`src/rtl/pattern_collector_pkg.sv`:
```
// Shared frame geometry, width helpers and collector FSM encoding for the
// pattern-solver result path.
package pattern_collector_pkg;

  localparam int DEFAULT_PIX_W   = 4;
  localparam int DEFAULT_COLUMNS = 640;
  localparam int DEFAULT_ROWS    = 480;
  localparam int COL_W           = 10;
  localparam int ROW_W           = 10;

  function automatic int calc_addr_w(input int cols, input int rows);
    return $clog2(cols * rows);
  endfunction

  // A single solver still needs a 1-bit index so ports never collapse to zero width
  function automatic int calc_idx_w(input int n);
    return (n > 1) ? $clog2(n) : 1;
  endfunction

  localparam int DEFAULT_ADDR_W = calc_addr_w(DEFAULT_COLUMNS, DEFAULT_ROWS);

  typedef enum logic [1:0] {
    ARB   = 2'd0,
    WRITE = 2'd1,
    DONE  = 2'd2
  } state_t;

endpackage

```
`src/rtl/pattern_collector_if.sv`:
```
// Solver result handshake plus frame-buffer write port, bundled for the collector.
interface pattern_collector_if
  import pattern_collector_pkg::*;
#(
  parameter int NUM_SOLVERS = 1,
  parameter int PIX_W       = DEFAULT_PIX_W,
  parameter int ADDR_W      = DEFAULT_ADDR_W
);

  logic [NUM_SOLVERS*PIX_W-1:0] solver_out;
  logic [NUM_SOLVERS-1:0]       solver_ready;
  logic [NUM_SOLVERS-1:0]       solver_continue;
  logic                         wr_en;
  logic [ADDR_W-1:0]            wr_addr;
  logic [PIX_W-1:0]             wr_data;
  logic                         wr_ack;

  modport master (
    input  solver_out,
    input  solver_ready,
    input  wr_ack,
    output solver_continue,
    output wr_en,
    output wr_addr,
    output wr_data
  );

  modport slave (
    output solver_out,
    output solver_ready,
    output wr_ack,
    input  solver_continue,
    input  wr_en,
    input  wr_addr,
    input  wr_data
  );

endinterface

```
`src/rtl/rr_arbiter.sv`:
```
// Combinational round-robin arbiter: first request at or after ptr, wrapping.
module rr_arbiter
  import pattern_collector_pkg::*;
#(
  parameter int N     = 1,
  parameter int IDX_W = calc_idx_w(N)
) (
  input  logic [N-1:0]     req,
  input  logic [IDX_W-1:0] ptr,
  output logic [N-1:0]     grant,
  output logic [IDX_W-1:0] index,
  output logic             any
);

  // Upper pass favours requesters at or above ptr; lower pass provides the wrap
  always_comb begin
    grant = '0;
    index = '0;
    any   = 1'b0;
    for (int i = 0; i < N; i++) begin
      if (!any && req[i] && (IDX_W'(i) >= ptr)) begin
        any      = 1'b1;
        grant[i] = 1'b1;
        index    = IDX_W'(i);
      end
    end
    for (int i = 0; i < N; i++) begin
      if (!any && req[i]) begin
        any      = 1'b1;
        grant[i] = 1'b1;
        index    = IDX_W'(i);
      end
    end
  end

endmodule

```
`src/rtl/pattern_collector.sv`:
```
// Collects interleaved solver results, maps each to its frame-buffer address and
// writes it through a stall-able port, pulsing the owning solver's continue.
module pattern_collector
  import pattern_collector_pkg::*;
#(
  parameter int NUM_SOLVERS = 1,
  parameter int NUM_COLUMNS = DEFAULT_COLUMNS,
  parameter int NUM_ROWS    = DEFAULT_ROWS,
  parameter int PIX_W       = DEFAULT_PIX_W,
  parameter int ADDR_W      = DEFAULT_ADDR_W
) (
  input  logic               clock,
  input  logic               reset,
  pattern_collector_if.master bus,
  output logic               frame_done
);

  localparam int IDX_W = calc_idx_w(NUM_SOLVERS);
  localparam int TOTAL = NUM_COLUMNS * NUM_ROWS;
  localparam int CNT_W = $clog2(TOTAL + 1);
  localparam logic [ADDR_W-1:0] ROW_STEP = ADDR_W'(1 + (NUM_SOLVERS - 1) * NUM_COLUMNS);

  logic [NUM_SOLVERS-1:0][PIX_W-1:0]  solver_pix;
  logic [NUM_SOLVERS-1:0][ADDR_W-1:0] solver_addr;
  logic [NUM_SOLVERS-1:0]             fin;
  logic [NUM_SOLVERS-1:0]             eligible;
  logic [NUM_SOLVERS-1:0]             advance;
  logic [NUM_SOLVERS-1:0]             arb_grant;
  logic [IDX_W-1:0]                   arb_idx;
  logic                               arb_any;

  state_t            state, state_n;
  logic [IDX_W-1:0]  rr, rr_n;
  logic [IDX_W-1:0]  grant_idx, grant_idx_n;
  logic [CNT_W-1:0]  count, count_n;
  logic              wr_en_q, wr_en_n;
  logic [ADDR_W-1:0] wr_addr_q, wr_addr_n;
  logic [PIX_W-1:0]  wr_data_q, wr_data_n;
  logic [NUM_SOLVERS-1:0] cont_q, cont_n;
  logic              done_q, done_n;

  assign solver_pix = bus.solver_out;
  assign eligible   = bus.solver_ready & ~fin;

  // Each solver walks its own rows; stepping rows adds the skipped interleaved rows to addr
  for (genvar i = 0; i < NUM_SOLVERS; i++) begin : g_solver
    logic [COL_W-1:0]  col;
    logic [ROW_W-1:0]  row;
    logic [ROW_W:0]    row_plus_n;
    logic [ADDR_W-1:0] addr;
    logic              fin_q;

    assign row_plus_n = {1'b0, row} + (ROW_W + 1)'(NUM_SOLVERS);

    always_ff @(posedge clock) begin
      if (reset) begin
        col   <= '0;
        row   <= ROW_W'(i);
        addr  <= ADDR_W'(i * NUM_COLUMNS);
        fin_q <= (i >= NUM_ROWS);
      end else if (advance[i]) begin
        if (col == COL_W'(NUM_COLUMNS - 1)) begin
          col  <= '0;
          row  <= row + ROW_W'(NUM_SOLVERS);
          addr <= addr + ROW_STEP;
          if (row_plus_n >= (ROW_W + 1)'(NUM_ROWS))
            fin_q <= 1'b1;
        end else begin
          col  <= col + COL_W'(1);
          addr <= addr + ADDR_W'(1);
        end
      end
    end

    assign solver_addr[i] = addr;
    assign fin[i]         = fin_q;
  end

  rr_arbiter #(.N(NUM_SOLVERS), .IDX_W(IDX_W)) u_arb (
    .req   (eligible),
    .ptr   (rr),
    .grant (arb_grant),
    .index (arb_idx),
    .any   (arb_any)
  );

  always_ff @(posedge clock) begin
    if (reset) begin
      state     <= ARB;
      rr        <= '0;
      grant_idx <= '0;
      count     <= '0;
      wr_en_q   <= 1'b0;
      wr_addr_q <= '0;
      wr_data_q <= '0;
      cont_q    <= '0;
      done_q    <= 1'b0;
    end else begin
      state     <= state_n;
      rr        <= rr_n;
      grant_idx <= grant_idx_n;
      count     <= count_n;
      wr_en_q   <= wr_en_n;
      wr_addr_q <= wr_addr_n;
      wr_data_q <= wr_data_n;
      cont_q    <= cont_n;
      done_q    <= done_n;
    end
  end

  // Grant latches the write and pulses continue; the write then holds until acknowledged
  always_comb begin
    state_n     = state;
    rr_n        = rr;
    grant_idx_n = grant_idx;
    count_n     = count;
    wr_en_n     = wr_en_q;
    wr_addr_n   = wr_addr_q;
    wr_data_n   = wr_data_q;
    cont_n      = '0;
    done_n      = done_q;
    advance     = '0;
    case (state)
      ARB: begin
        if (arb_any) begin
          wr_en_n     = 1'b1;
          wr_addr_n   = solver_addr[arb_idx];
          wr_data_n   = solver_pix[arb_idx];
          cont_n      = arb_grant;
          advance     = arb_grant;
          grant_idx_n = arb_idx;
          state_n     = WRITE;
        end
      end
      WRITE: begin
        if (bus.wr_ack) begin
          wr_en_n = 1'b0;
          rr_n    = (grant_idx == IDX_W'(NUM_SOLVERS - 1)) ? '0 : grant_idx + IDX_W'(1);
          count_n = count + CNT_W'(1);
          if (count_n == CNT_W'(TOTAL)) begin
            done_n  = 1'b1;
            state_n = DONE;
          end else begin
            state_n = ARB;
          end
        end
      end
      DONE: begin
        state_n = DONE;
      end
      default: begin
        state_n = ARB;
      end
    endcase
  end

  assign bus.wr_en           = wr_en_q;
  assign bus.wr_addr         = wr_addr_q;
  assign bus.wr_data         = wr_data_q;
  assign bus.solver_continue = cont_q;
  assign frame_done          = done_q;

endmodule

```
`src/flat_wrapper.sv`:
```
// flat-port wrapper written by rule: the top's interface ports become plain ports
module pattern_collector_flat import pattern_collector_pkg::*;
#(
  parameter int NUM_SOLVERS = 1,
  parameter int NUM_COLUMNS = DEFAULT_COLUMNS,
  parameter int NUM_ROWS    = DEFAULT_ROWS,
  parameter int PIX_W       = DEFAULT_PIX_W,
  parameter int ADDR_W      = DEFAULT_ADDR_W
)
  (clock, reset, frame_done, bus_solver_out, bus_solver_ready, bus_wr_ack, bus_solver_continue, bus_wr_en, bus_wr_addr, bus_wr_data);
  pattern_collector_if #(.NUM_SOLVERS(NUM_SOLVERS), .PIX_W(PIX_W), .ADDR_W(ADDR_W)) bus_i ();
  input  logic clock;
  input  logic reset;
  output logic frame_done;
  input wire logic [$bits(bus_i.solver_out)-1:0] bus_solver_out;
  input wire logic [$bits(bus_i.solver_ready)-1:0] bus_solver_ready;
  input wire logic [$bits(bus_i.wr_ack)-1:0] bus_wr_ack;
  output wire logic [$bits(bus_i.solver_continue)-1:0] bus_solver_continue;
  output wire logic [$bits(bus_i.wr_en)-1:0] bus_wr_en;
  output wire logic [$bits(bus_i.wr_addr)-1:0] bus_wr_addr;
  output wire logic [$bits(bus_i.wr_data)-1:0] bus_wr_data;
  assign bus_i.solver_out = bus_solver_out;
  assign bus_i.solver_ready = bus_solver_ready;
  assign bus_i.wr_ack = bus_wr_ack;
  assign bus_solver_continue = bus_i.solver_continue;
  assign bus_wr_en = bus_i.wr_en;
  assign bus_wr_addr = bus_i.wr_addr;
  assign bus_wr_data = bus_i.wr_data;
  pattern_collector #(.NUM_SOLVERS(NUM_SOLVERS), .NUM_COLUMNS(NUM_COLUMNS), .NUM_ROWS(NUM_ROWS), .PIX_W(PIX_W), .ADDR_W(ADDR_W)) u_core (.clock(clock), .reset(reset), .bus(bus_i), .frame_done(frame_done));
endmodule
```
`config.mk`:
```
export PLATFORM = sky130hd
export DESIGN_NAME = pattern_collector_flat
export DESIGN_NICKNAME = d
export VERILOG_FILES = /design/src/rtl/pattern_collector_pkg.sv /design/src/rtl/pattern_collector_if.sv /design/src/rtl/rr_arbiter.sv /design/src/rtl/pattern_collector.sv /design/src/flat_wrapper.sv
export SDC_FILE = /design/constraint.sdc
export NUM_CORES = 1
export LEC_CHECK = 0
export ABC_AREA = 1
export BUFFER_PORTS_ARGS = -buffer_cell sky130_fd_sc_hd__buf_2
export CAP_MARGIN = 20
export CELL_PAD_IN_SITES_DETAIL_PLACEMENT = 0
export CELL_PAD_IN_SITES_GLOBAL_PLACEMENT = 1
export CORE_ASPECT_RATIO = 0.5
export CORE_MARGIN = 4
export CORE_UTILIZATION = 47
export DETAILED_ROUTE_END_ITERATION = 8
export PLACE_DENSITY_LB_ADDON = 0.05
export SLEW_MARGIN = 15
export SYNTH_ARGS = -nofsm -noshare
export SYNTH_HDL_FRONTEND = slang
export SYNTH_SLANG_ARGS = --single-unit
```
`constraint.sdc`:
```
create_clock -name clock -period 4.82 [get_ports clock]
set_clock_uncertainty 0.15 [all_clocks]
set_input_delay 1.205 -clock clock [delete_from_list [all_inputs] [get_ports clock]]
set_output_delay 1.205 -clock clock [all_outputs]
set_load 0.01 [all_outputs]
```
==> results.txt, run 1 <==
DRT Pass-1 Iters - 4
Worst EP required - 4.89 ns
sequential share of power - 48.0%
PwrDens - 334 nW/µm²
Root Driver - clkbuf_16
gr usage total - 18.4%
CTS buffer count - 9
Worst Path Max Fanout - 31
worst hold margin - 0.300 ns
via count - 3766
Post-Synth Simple-Gate Area - 30.2%
synth unique cells - 44
most common cell after layout, fill and taps aside - nand2_1
# fillers - 886
buffer count from post-CTS setup fixing - 0
Routed WL per cell - 12.1 µm
Synth Warn # - 0
CP Capture Type - register
Synth Instances - 602
area grow syn2layout - 12.9%
initial core utilization - 48.6%
CTS max path bufs - 2
Post-Syn Nets - 616
Rel. slew slack - 57.9%
Detail Placement HPWL - 6430 µm
Num Clock Sinks - 87
Mapped Area - 4260 µm²
Synth top area share - 40.9%
I/O Buffers - 33
synth top area cells - dfxtp_1, nand2_1, nor2_1, inv_1, o21ai_0
RSZ-0062 raised after global routing - false
IR Drop Worst-Case VDD - 0.197 mV
layout cells sized above 1 - 12.3%
TritonCTS clock tree - yes
crit share post-route - 57.1%
largest family of logic cells by synthesized area - simple AND/OR/NAND/NOR gates
antenna violations before repair - 0
post-route ant nets - 0
worst slew pin tran - 0.629 ns
GPL Wtd Cong - 0.840
global-route wire length before repair - 16000 µm
Slew Viols, Final - 0
clk_lat worst skew - 0.34 ns
vias per cell - 5.01
row cnt - 24
Fmax achieved - 0.364 GHz
Layout Nets - 643
DRC - 0
MaxCap Viol Count - 0
Synth Area in Compound Gates - 15.2%
DR iter-0 viols - 195
Crit Path Category - in2reg
height of the chip - 75.3 µm
setup violators final - 0
Internal - 0.00121 W
Fin. Hold Viols - 0
largest net degree at the start of global routing - 32
Post-Syn Area per Cell - 7.07 µm²
Hold Buf Count CTS - 0
post-synthesis mux area share - 0%
core outline area - 8770 µm²
XOR/XNOR share of the synthesized area - 3.29%
static leakage - 1.95 nW
setup_tns - 0 ns
switching share of power - 24.6%
Reg clk slew, reported paths - 0.06 ns
top cell type by total area after synthesis - dfxtp_1
status - finished, final reports clean
CP Launch Type - input pin
Clk pwr share - 44.4%
Logic pwr share - 7.6%
fraction of the mapped netlist area in adder cells - 1.76%
most frequent cells in the layout - nand2_1, nor2_1, dfxtp_1
register area share after synthesis - 40.9%
# resized after CTS - 0
minimum clock period - 2.75 ns
Pwr Total - 0.00161 W
H-tree depth - 3
switching power - 0.000395 W
die width - 143 µm
final WL - 9120 µm
CP Data Arrival Time - 2.82 ns
gr ovfl total - 0
diodes inserted - 0
number of global-route vias before repair - 3526
I/O Pins - 34
Seq cells post-synth - 87
Die ar. - 10700 µm²
worst hold path class - reg2reg
[routing by layer]
| layer | share of wire, % | global-route usage, % | routed length (µm) |
|---|---|---|---|
| met1 | 50 | 23.7 | 4520 |
| met2 | 46 | 31.5 | 4200 |
| met4 | 0.84 | 6.01 | 77 |
| met3 | 3.5 | 3.95 | 323 |
| met5 | 0 | 0 | 0 |
[final timing paths]
kind	start	to	slack (ns)	cells after the start
worst min register to register	u_core.g_solver[0].row[4]	u_core.g_solver[0].row[4]	0.30	2
worst max-delay path	bus_solver_ready	u_core.g_solver[0].addr[2]	2.07	9
worst min-delay path	u_core.g_solver[0].row[4]	u_core.g_solver[0].row[4]	0.30	2
worst max register to register	u_core.count[1]	u_core.state[1]	2.68	11
[through the flow]
stage / instances / area (µm²) / utilization, % / setup slack [ns]
2_1_floorplan: 602 / 4260 / - / 2.37
3_3_place_gp: 735 / 4500 / 51.3 / 1.74
3_5_place_dp: 735 / 4500 / 51.3 / 1.67
4_1_cts: 751 / 4810 / 54.8 / 2.02
5_1_grt: 751 / 4810 / 54.8 / 1.87
6_report: 751 / 4810 / 54.8 / 2.07
[final cells by class]
class	instances	area, µm²	area share (%)
multi-input cells	422	2150	44.7
flip-flops and latches	87	1740	36.2
inverters	72	272	5.65
clock buffers	11	243	5.05
repair buffers	37	195	4.06
well taps	117	146	3.04
clock inverters	5	63.8	1.33
[flip-flops by register name, summed over array words and instances, names as in the netlist]
name and flops:
u_core.bus.solver_continue 1, u_core.bus.wr_addr 19, u_core.bus.wr_data 4, u_core.bus.wr_en 1, u_core.count 19, u_core.fin 1
u_core.frame_done 1, u_core.g_solver.addr 19, u_core.g_solver.col 10, u_core.g_solver.row 10, u_core.state 2
[synth_stat cells]
library cell  number
or2_2              1
a221oi_1           1
nor2_2             7
nand4_1           15
a21oi_2            2
o21ai_0           47
nand3_1           25
nand3b_1           2
ha_1               6
and3_1             1
a311oi_1           1
buf_6              2
nor4_1             1
nor4_4             1
a21oi_1           42
nand2_4            1
clkinv_2           1
clkinv_1           1
a31oi_1            5
o211ai_1           8
nor3b_1            2
a211oi_1           3
xnor2_1            7
inv_1             69
o21bai_1           3
and2_0             1
o311ai_0           1
nand4_2            1
nor4_2             1
o21a_1             1
a31o_2             1
buf_2              4
nor3_1            12
clkbuf_1          11
nor2_1            87
xor2_1             9
buf_1              4
o21ai_1            1
nor2_4             4
dfxtp_1           87
inv_2              1
nand2_1          117
nand3_2            2
nand2_2            3
[logic make-up after synthesis]
| kind of cell | after synthesis |
|---|---|
| xor gates and xnor gates | 16 |
| and+or+nand+nor | 284 |
| AOI/OAI and AO/OA | 116 |
| DFF | 87 |
| buffers and inverters | 93 |
| adders and majority gates | 6 |
[power groups by stage]
stage | registers (W) | logic, W | clock network [W]
2_1_floorplan | 0.000789 | 0.0000822 | 0
3_3_place_gp | 0.000787 | 0.000123 | 0
3_5_place_dp | 0.000787 | 0.000125 | 0
4_1_cts | 0.000771 | 0.000125 | 0.000734
5_1_grt | 0.000775 | 0.000143 | 0.000764
6_report | 0.000771 | 0.000123 | 0.000713
[critical path, cell delays in order]
cell	delay (ns)
buf_2	0.07
inv_1	0.03
nor2_2	0.10
nand2_2	0.37
inv_1	0.42
buf_4	0.37
nand3_1	0.11
nand2_1	0.08
nor2_1	0.04
Power figures use the tool's default switching activity.
==> inputs of run 2 (changes only) <==
--- a/config.mk
+++ b/config.mk
@@ -12,7 +12,7 @@
 export CELL_PAD_IN_SITES_GLOBAL_PLACEMENT = 1
 export CORE_ASPECT_RATIO = 0.5
 export CORE_MARGIN = 4
-export CORE_UTILIZATION = 47
+export CORE_UTILIZATION = 39
 export DETAILED_ROUTE_END_ITERATION = 8
 export PLACE_DENSITY_LB_ADDON = 0.05
 export SLEW_MARGIN = 15
==> constraint.sdc (replaced) <==
create_clock -name clock -period 2.32 [get_ports clock]
set_clock_uncertainty 0.15 [all_clocks]
set_input_delay 0.58 -clock clock [delete_from_list [all_inputs] [get_ports clock]]
set_output_delay 0.58 -clock clock [all_outputs]
set_load 0.01 [all_outputs]
==> run 2 against run 1 <==
Compared with the run above: first-iteration DRC count fell by 18%; die area grew 19%; via count decreased by 1.1%; combinational power grew 120%; worst hold slack improved by 0.0079 ns; clock power is 91% higher; global-route usage down 2.4 points.
==> results.txt, run 2 (same netlist as run 1, synthesis figures left out) <==
Placed Area - 4610 µm² (+2.3%)
Routed WL per cell - 12.1 µm (about the same)
CP Launch Type - register
post-layout util - 46.9% (-7.9 points)
Worst Hold End - u_core.frame_done
via count - 3723 (-1.1%)
I/O Pins - 34 (unchanged)
DR iter-0 viols - 159 (-18%)
Worst EP required - 2.44 ns (-2.45 ns)
IR Drop Worst-Case VDD - 0.309 mV (+57%)
largest net degree at the start of global routing - 37 (+16%)
setup violators final - 0 (unchanged)
diodes inserted - 0 (unchanged)
PwrDens - 662 nW/µm² (+98%)
Reg clk slew, reported paths - 0.06 ns (about the same)
Fmax achieved - 0.505 GHz
DRT Pass-1 Iters - 4 (unchanged)
fin cells - 784 (+4.4%)
final WL - 9520 µm (+4.4%)
Pwr Total - 0.00323 W (+100%)
DRC - 0 (unchanged)
Finished Cell Area - 4880 µm² (+1.6%)
Layout Nets - 653 (+1.6%)
clk_lat worst skew - 0.33 ns (about the same)
worst hold path class - reg2reg
layout cells sized above 1 - 13.8% (+1.5 points)
gr usage total - 16.0% (-2.4 points)
Die ar. - 12800 µm² (+19%)
status - finished, final reports clean
global-route wire length before repair - 16600 µm (+3.5%)
Num Clock Sinks - 87 (unchanged)
Hold Path Origin - u_core.frame_done
initial core utilization - 40.9% (-7.7 points)
height of the chip - 81.9 µm (+8.7%)
setup_tns - 0 ns (unchanged)
area grow syn2layout - 14.7%
row cnt - 26 (+8.3%)
placed cell count - 768 (+4.5%)
static leakage - 2.00 nW (+2.2%)
post-route ant nets - 0 (unchanged)
RSZ-0062 raised after global routing - false
I/O Buffers - 33 (unchanged)
antenna violations before repair - 0 (unchanged)
CP Data Arrival Time - 2.10 ns (-0.72 ns)
vias per cell - 4.75 (-5.3%)
TritonCTS clock tree - yes
Crit Path Category - reg2reg
r2r endpoint - u_core.frame_done
Detail Placement HPWL - 6880 µm (+7.1%)
Fin. Hold Viols - 0 (unchanged)
CTS max path bufs - 2 (unchanged)
Root Driver - clkbuf_16
H-tree depth - 3 (unchanged)
Rel. slew slack - 72.7% (+15 points)
most common cell after layout, fill and taps aside - nand2_1
FF-to-FF Start - u_core.count[0]
CTS buffer count - 9 (unchanged)
GPL Wtd Cong - 0.742 (-12%)
Hold Buf Count CTS - 0 (unchanged)
cells on worst reg2reg path - 12 (+1)
core outline area - 10400 µm² (+19%)
worst slew pin tran - 0.409 ns (-0.220 ns)
Slew Viols, Final - 0 (unchanged)
die width - 156 µm (+9.2%)
# resized after CTS - 0 (unchanged)
most frequent cells in the layout - nand2_1, nor2_1, dfxtp_1
buffer count from post-CTS setup fixing - 0 (unchanged)
crit share post-route - 85.3%
gr ovfl total - 0 (unchanged)
number of global-route vias before repair - 3541 (+0.43%)
CP Capture Type - register
minimum clock period - 1.98 ns
Hold Path Cell Cnt - 2 (unchanged)
MaxCap Viol Count - 0 (unchanged)
Worst Path Max Fanout - 5 (-84%)
r2r setup slk - 0.34 ns (-2.34 ns)
[run 2: cell types whose count changed in the layout (fill, tap and decap cells not counted)]
cell / change
buf_4: +10
bufinv_16: -1
clkbuf_1: -1
clkinv_4: +1
inv_6: +1
clkinv_2: +2
clkbuf_8: -1
clkinvlp_4: -1
[run 2: cell type report]
class	instances	area [µm²]
clock buffer	9	225
clock inverter	7	53.8
fill	1105	5530
inverter	72	272
multi-input combinational	422	2150
sequential	87	1740
tap	140	175
timing repair buffer	47	270
[run 2: through the flow]
| stage | setup slack [ns] | hold WS (ns) |
|---|---|---|
| after floorplan | 0.483 | 0.271 |
| after global placement | 0.246 | 0.286 |
| after detailed placement | 0.195 | 0.300 |
| after CTS | 0.331 | 0.310 |
| after global routing | 0.139 | 0.342 |
| final | 0.341 | 0.307 |
[run 2: how the worst max path moves through the flow]
stage	startpoint	endpoint	slack (ns)
2_1_floorplan	u_core.count[1]	u_core.state[1]	0.48
3_3_place_gp	bus_solver_ready	u_core.g_solver[0].addr[11]	0.25
3_5_place_dp	bus_solver_ready	u_core.g_solver[0].addr[11]	0.20
4_1_cts	u_core.count[0]	u_core.state[1]	0.33
5_1_grt	u_core.count[0]	u_core.state[1]	0.14
6_report	u_core.count[0]	u_core.frame_done	0.34
[run 2: layer usage]
| metal | global-route usage, % | vias up | share of wire [%] |
|---|---|---|---|
| met2 | 27.3 | 36 | 45 |
| met3 | 4.21 | 4 | 3.3 |
| met1 | 20.7 | 1644 | 52 |
| li1 | - | 2039 | - |
| met5 | 0 | - | 0 |
| met4 | 3.14 | 0 | 0.36 |
[run 2: where the power goes]
part	switching [W]	internal [W]	total [W]
clock network	0.000626	0.000737	0.00136
registers	0.0000446	0.00155	0.00160
logic	0.000171	0.0000993	0.000270
total	0.000841	0.00239	0.00323
[run 2: critical path: stages, from the launching register on]
cell and delay [ns]:
dfxtp_1 0.34, ha_1 0.26, nand3_1 0.14, nor2_1 0.17, buf_4 0.15, nand3_1 0.06, nand2_1 0.06, nand2_1 0.06
nor2_1 0.13, nand2_1 0.08, nor2_2 0.09, nand3_1 0.09, a21oi_2 0.13
==> inputs of run 3 (changes only) <==
--- a/config.mk
+++ b/config.mk
@@ -12,7 +12,7 @@
 export CELL_PAD_IN_SITES_GLOBAL_PLACEMENT = 1
 export CORE_ASPECT_RATIO = 0.5
 export CORE_MARGIN = 4
-export CORE_UTILIZATION = 39
+export CORE_UTILIZATION = 30
 export DETAILED_ROUTE_END_ITERATION = 8
 export PLACE_DENSITY_LB_ADDON = 0.05
 export SLEW_MARGIN = 15
==> constraint.sdc (replaced) <==
create_clock -name clock -period 2.32 [get_ports clock]
set_clock_uncertainty 0.15 [all_clocks]
set_input_delay 0 -clock clock [delete_from_list [all_inputs] [get_ports clock]]
set_output_delay 0 -clock clock [all_outputs]
set_load 0.01 [all_outputs]
==> run 3 against run 2 <==
Compared with the run above: clock power increased by 7%; utilization decreased by 11 points; via count increased by 1.6%; first-iteration DRC count decreased by 1.3%; sequential share of layout area decreased by 0.81 points; cell count increased by 6.6%; register-to-register slack got worse by 0.05 ns; critical path depth decreased by 1; total power increased by 3.4%; sequential power about the same; critical path type unchanged; highest routed layer unchanged.
==> results.txt, run 3 (same netlist as run 1, synthesis figures left out) <==
r2r endpoint - u_core.frame_done
Clk pwr share - 43.8% (+1.6 points)
# fillers - 1540 (+39%)
final WL - 10600 µm (+12%)
Routed WL per cell - 12.7 µm (+4.6%)
Pwr Total - 0.00334 W (+3.4%)
height of the chip - 92.3 µm (+13%)
Layout Nets - 653 (unchanged)
row cnt - 30 (+15%)
CTS buffer count - 9 (unchanged)
TritonCTS clock tree - yes
Detail Placement HPWL - 7380 µm (+7.2%)
Slew Viols, Final - 0 (unchanged)
Buf+Inv Stages, Crit Path - 0 (-1)
crit share post-route - 87.3% (+2.0 points)
H-tree depth - 3 (unchanged)
cells on worst reg2reg path - 11 (-1)
worst hold path class - in2reg
CP Capture Type - register
static leakage - 2.00 nW (+0.16%)
Crit Path Category - reg2reg
setup violators final - 0 (unchanged)
Worst Hold End - u_core.g_solver[0].addr[10]
CP Launch Type - register
sequential share of power - 47.9% (-1.6 points)
placed cell count - 815 (+6.1%)
I/O Pins - 34 (unchanged)
Worst path top cell family by delay - simple AND/OR/NAND/NOR gates
IR Drop Worst-Case VDD - 0.248 mV (-20%)
most common cell after layout, fill and taps aside - nand2_1
switching share of power - 27.5% (+1.5 points)
DRT Pass-1 Iters - 4 (unchanged)
GPL Wtd Cong - 0.760 (+2.4%)
Root Driver - clkbuf_16
CP Data Arrival Time - 2.16 ns (+0.06 ns)
Worst path max stage delay - 0.43 ns (+0.09 ns)
setup_tns - 0 ns (unchanged)
Fmax achieved - 0.494 GHz (-2.2%)
PwrDens - 668 nW/µm² (+1.0%)
fin cells - 836 (+6.6%)
vias per cell - 4.53 (-4.7%)
clk_lat worst skew - 0.34 ns (about the same)
most frequent cells in the layout - nand2_1, nor2_1, dfxtp_1
Hold Path Origin - reset
FF-to-FF Start - u_core.count[0]
via count - 3783 (+1.6%)
Num Clock Sinks - 87 (unchanged)
switching power - 0.000919 W (+9.3%)
number of global-route vias before repair - 3705 (+4.6%)
Worst EP required - 2.45 ns (about the same)
MaxCap Viol Count - 0 (unchanged)
diodes inserted - 0 (unchanged)
layout cells sized above 1 - 13.2% (-0.62 points)
die width - 177 µm (+13%)
post-route ant nets - 0 (unchanged)
gr usage total - 13.9% (-2.2 points)
area grow syn2layout - 17.4%
buffer count from post-CTS setup fixing - 0 (unchanged)
DRC - 0 (unchanged)
CTS max path bufs - 2 (unchanged)
Fin. Hold Viols - 0 (unchanged)
Rel. slew slack - 69.2% (-3.5 points)
gr ovfl total - 0 (unchanged)
status - finished, final reports clean
antenna violations before repair - 0 (unchanged)
initial core utilization - 31.0% (-9.9 points)
minimum clock period - 2.02 ns (+0.0452 ns)
core outline area - 13700 µm² (+32%)
global-route wire length before repair - 18400 µm (+11%)
DR iter-0 viols - 157 (-1.3%)
Logic pwr share - 8.2% (-0.2 points)
largest net degree at the start of global routing - 46 (+24%)
Worst Path Max Fanout - 6 (+1)
Internal - 0.00242 W (+1.3%)
Cell Chain, Critical Path - ha_2 -> nand3_1 -> nor2_1 -> nand2_1 -> nand2_1 -> nand2_1 -> nor2_1 -> nand2_1 -> nor2_2 -> nand3_1 -> a21oi_2
r2r setup slk - 0.30 ns (-0.05 ns)
Worst path slowest cell - dfxtp_1
crit-path most repeated cell - nand2_1
Die ar. - 16300 µm² (+28%)
Hold Path Cell Cnt - 3 (+1)
worst slew pin tran - 0.458 ns (+0.0490 ns)
dpl ws - 0.227 ns (+0.0313 ns)
RSZ-0062 raised after global routing - false
Reg clk slew, reported paths - 0.08 ns (+0.02 ns)
I/O Buffers - 33 (unchanged)
fin worst setup slack - 0.296 ns (-0.0452 ns)
## run 3: how the worst max path moves through the flow
stage	from	end	cells past startpoint
2_1_floorplan	u_core.count[1]	u_core.state[1]	10
3_3_place_gp	u_core.count[0]	u_core.frame_done	11
3_5_place_dp	u_core.count[0]	u_core.frame_done	11
4_1_cts	u_core.count[0]	u_core.frame_done	11
5_1_grt	u_core.count[0]	u_core.frame_done	10
6_report	u_core.count[0]	u_core.frame_done	11
## run 3: layout make-up
class                   instances  area, µm²  share of cell area (%)
repair buffers                 47        295                    5.91
clock inverters                 7       75.1                    1.50
multi-input cells             422       2150                    43.0
clock buffers                   9        225                    4.51
inverters                      72        272                    5.43
flip-flops and latches         87       1740                    34.8
well taps                     192        240                    4.81
## run 3: through the flow
step                utilization (%)  hold slack, ns  instance area (µm²)
floorplan                         -          0.0167                 4260
global placement               33.8           0.101                 4650
detailed placement             33.8           0.112                 4650
CTS                            36.4          0.0217                 5000
global route                   36.4          0.0522                 5000
finish                         36.4          0.0317                 5000
## run 3: timing repair
action                                  CTS  global route
hold endpoints to repair                  6             0
endpoints found under the setup margin    0             1
gates resized for setup                   0             1
hold buffers                              5             0
## run 3: power by group through the flow
stage | Clock [W] | Sequential (W) | Combinational [W]
6_report | 0.00146 | 0.00160 | 0.000275
5_1_grt | 0.00160 | 0.00161 | 0.000320
4_1_cts | 0.00154 | 0.00160 | 0.000281
3_5_place_dp | 0 | 0.00164 | 0.000274
3_3_place_gp | 0 | 0.00164 | 0.000275
2_1_floorplan | 0 | 0.00164 | 0.000171
## run 3: per-layer routing
metal,wire [µm],vias up,global-route usage [%]
li1,-,2038,-
met1,5590,1718,18.5
met2,4770,21,22.5
met3,175,6,3.54
met4,80,0,3.47
met5,0,-,0
## run 3: worst min-delay path, delay by kind of cell
| family | cells | cell delay [ns] |
|---|---|---|
| and+or+nand+nor | 1 | 0.13 |
| buffers and inverters | 2 | 0.36 |
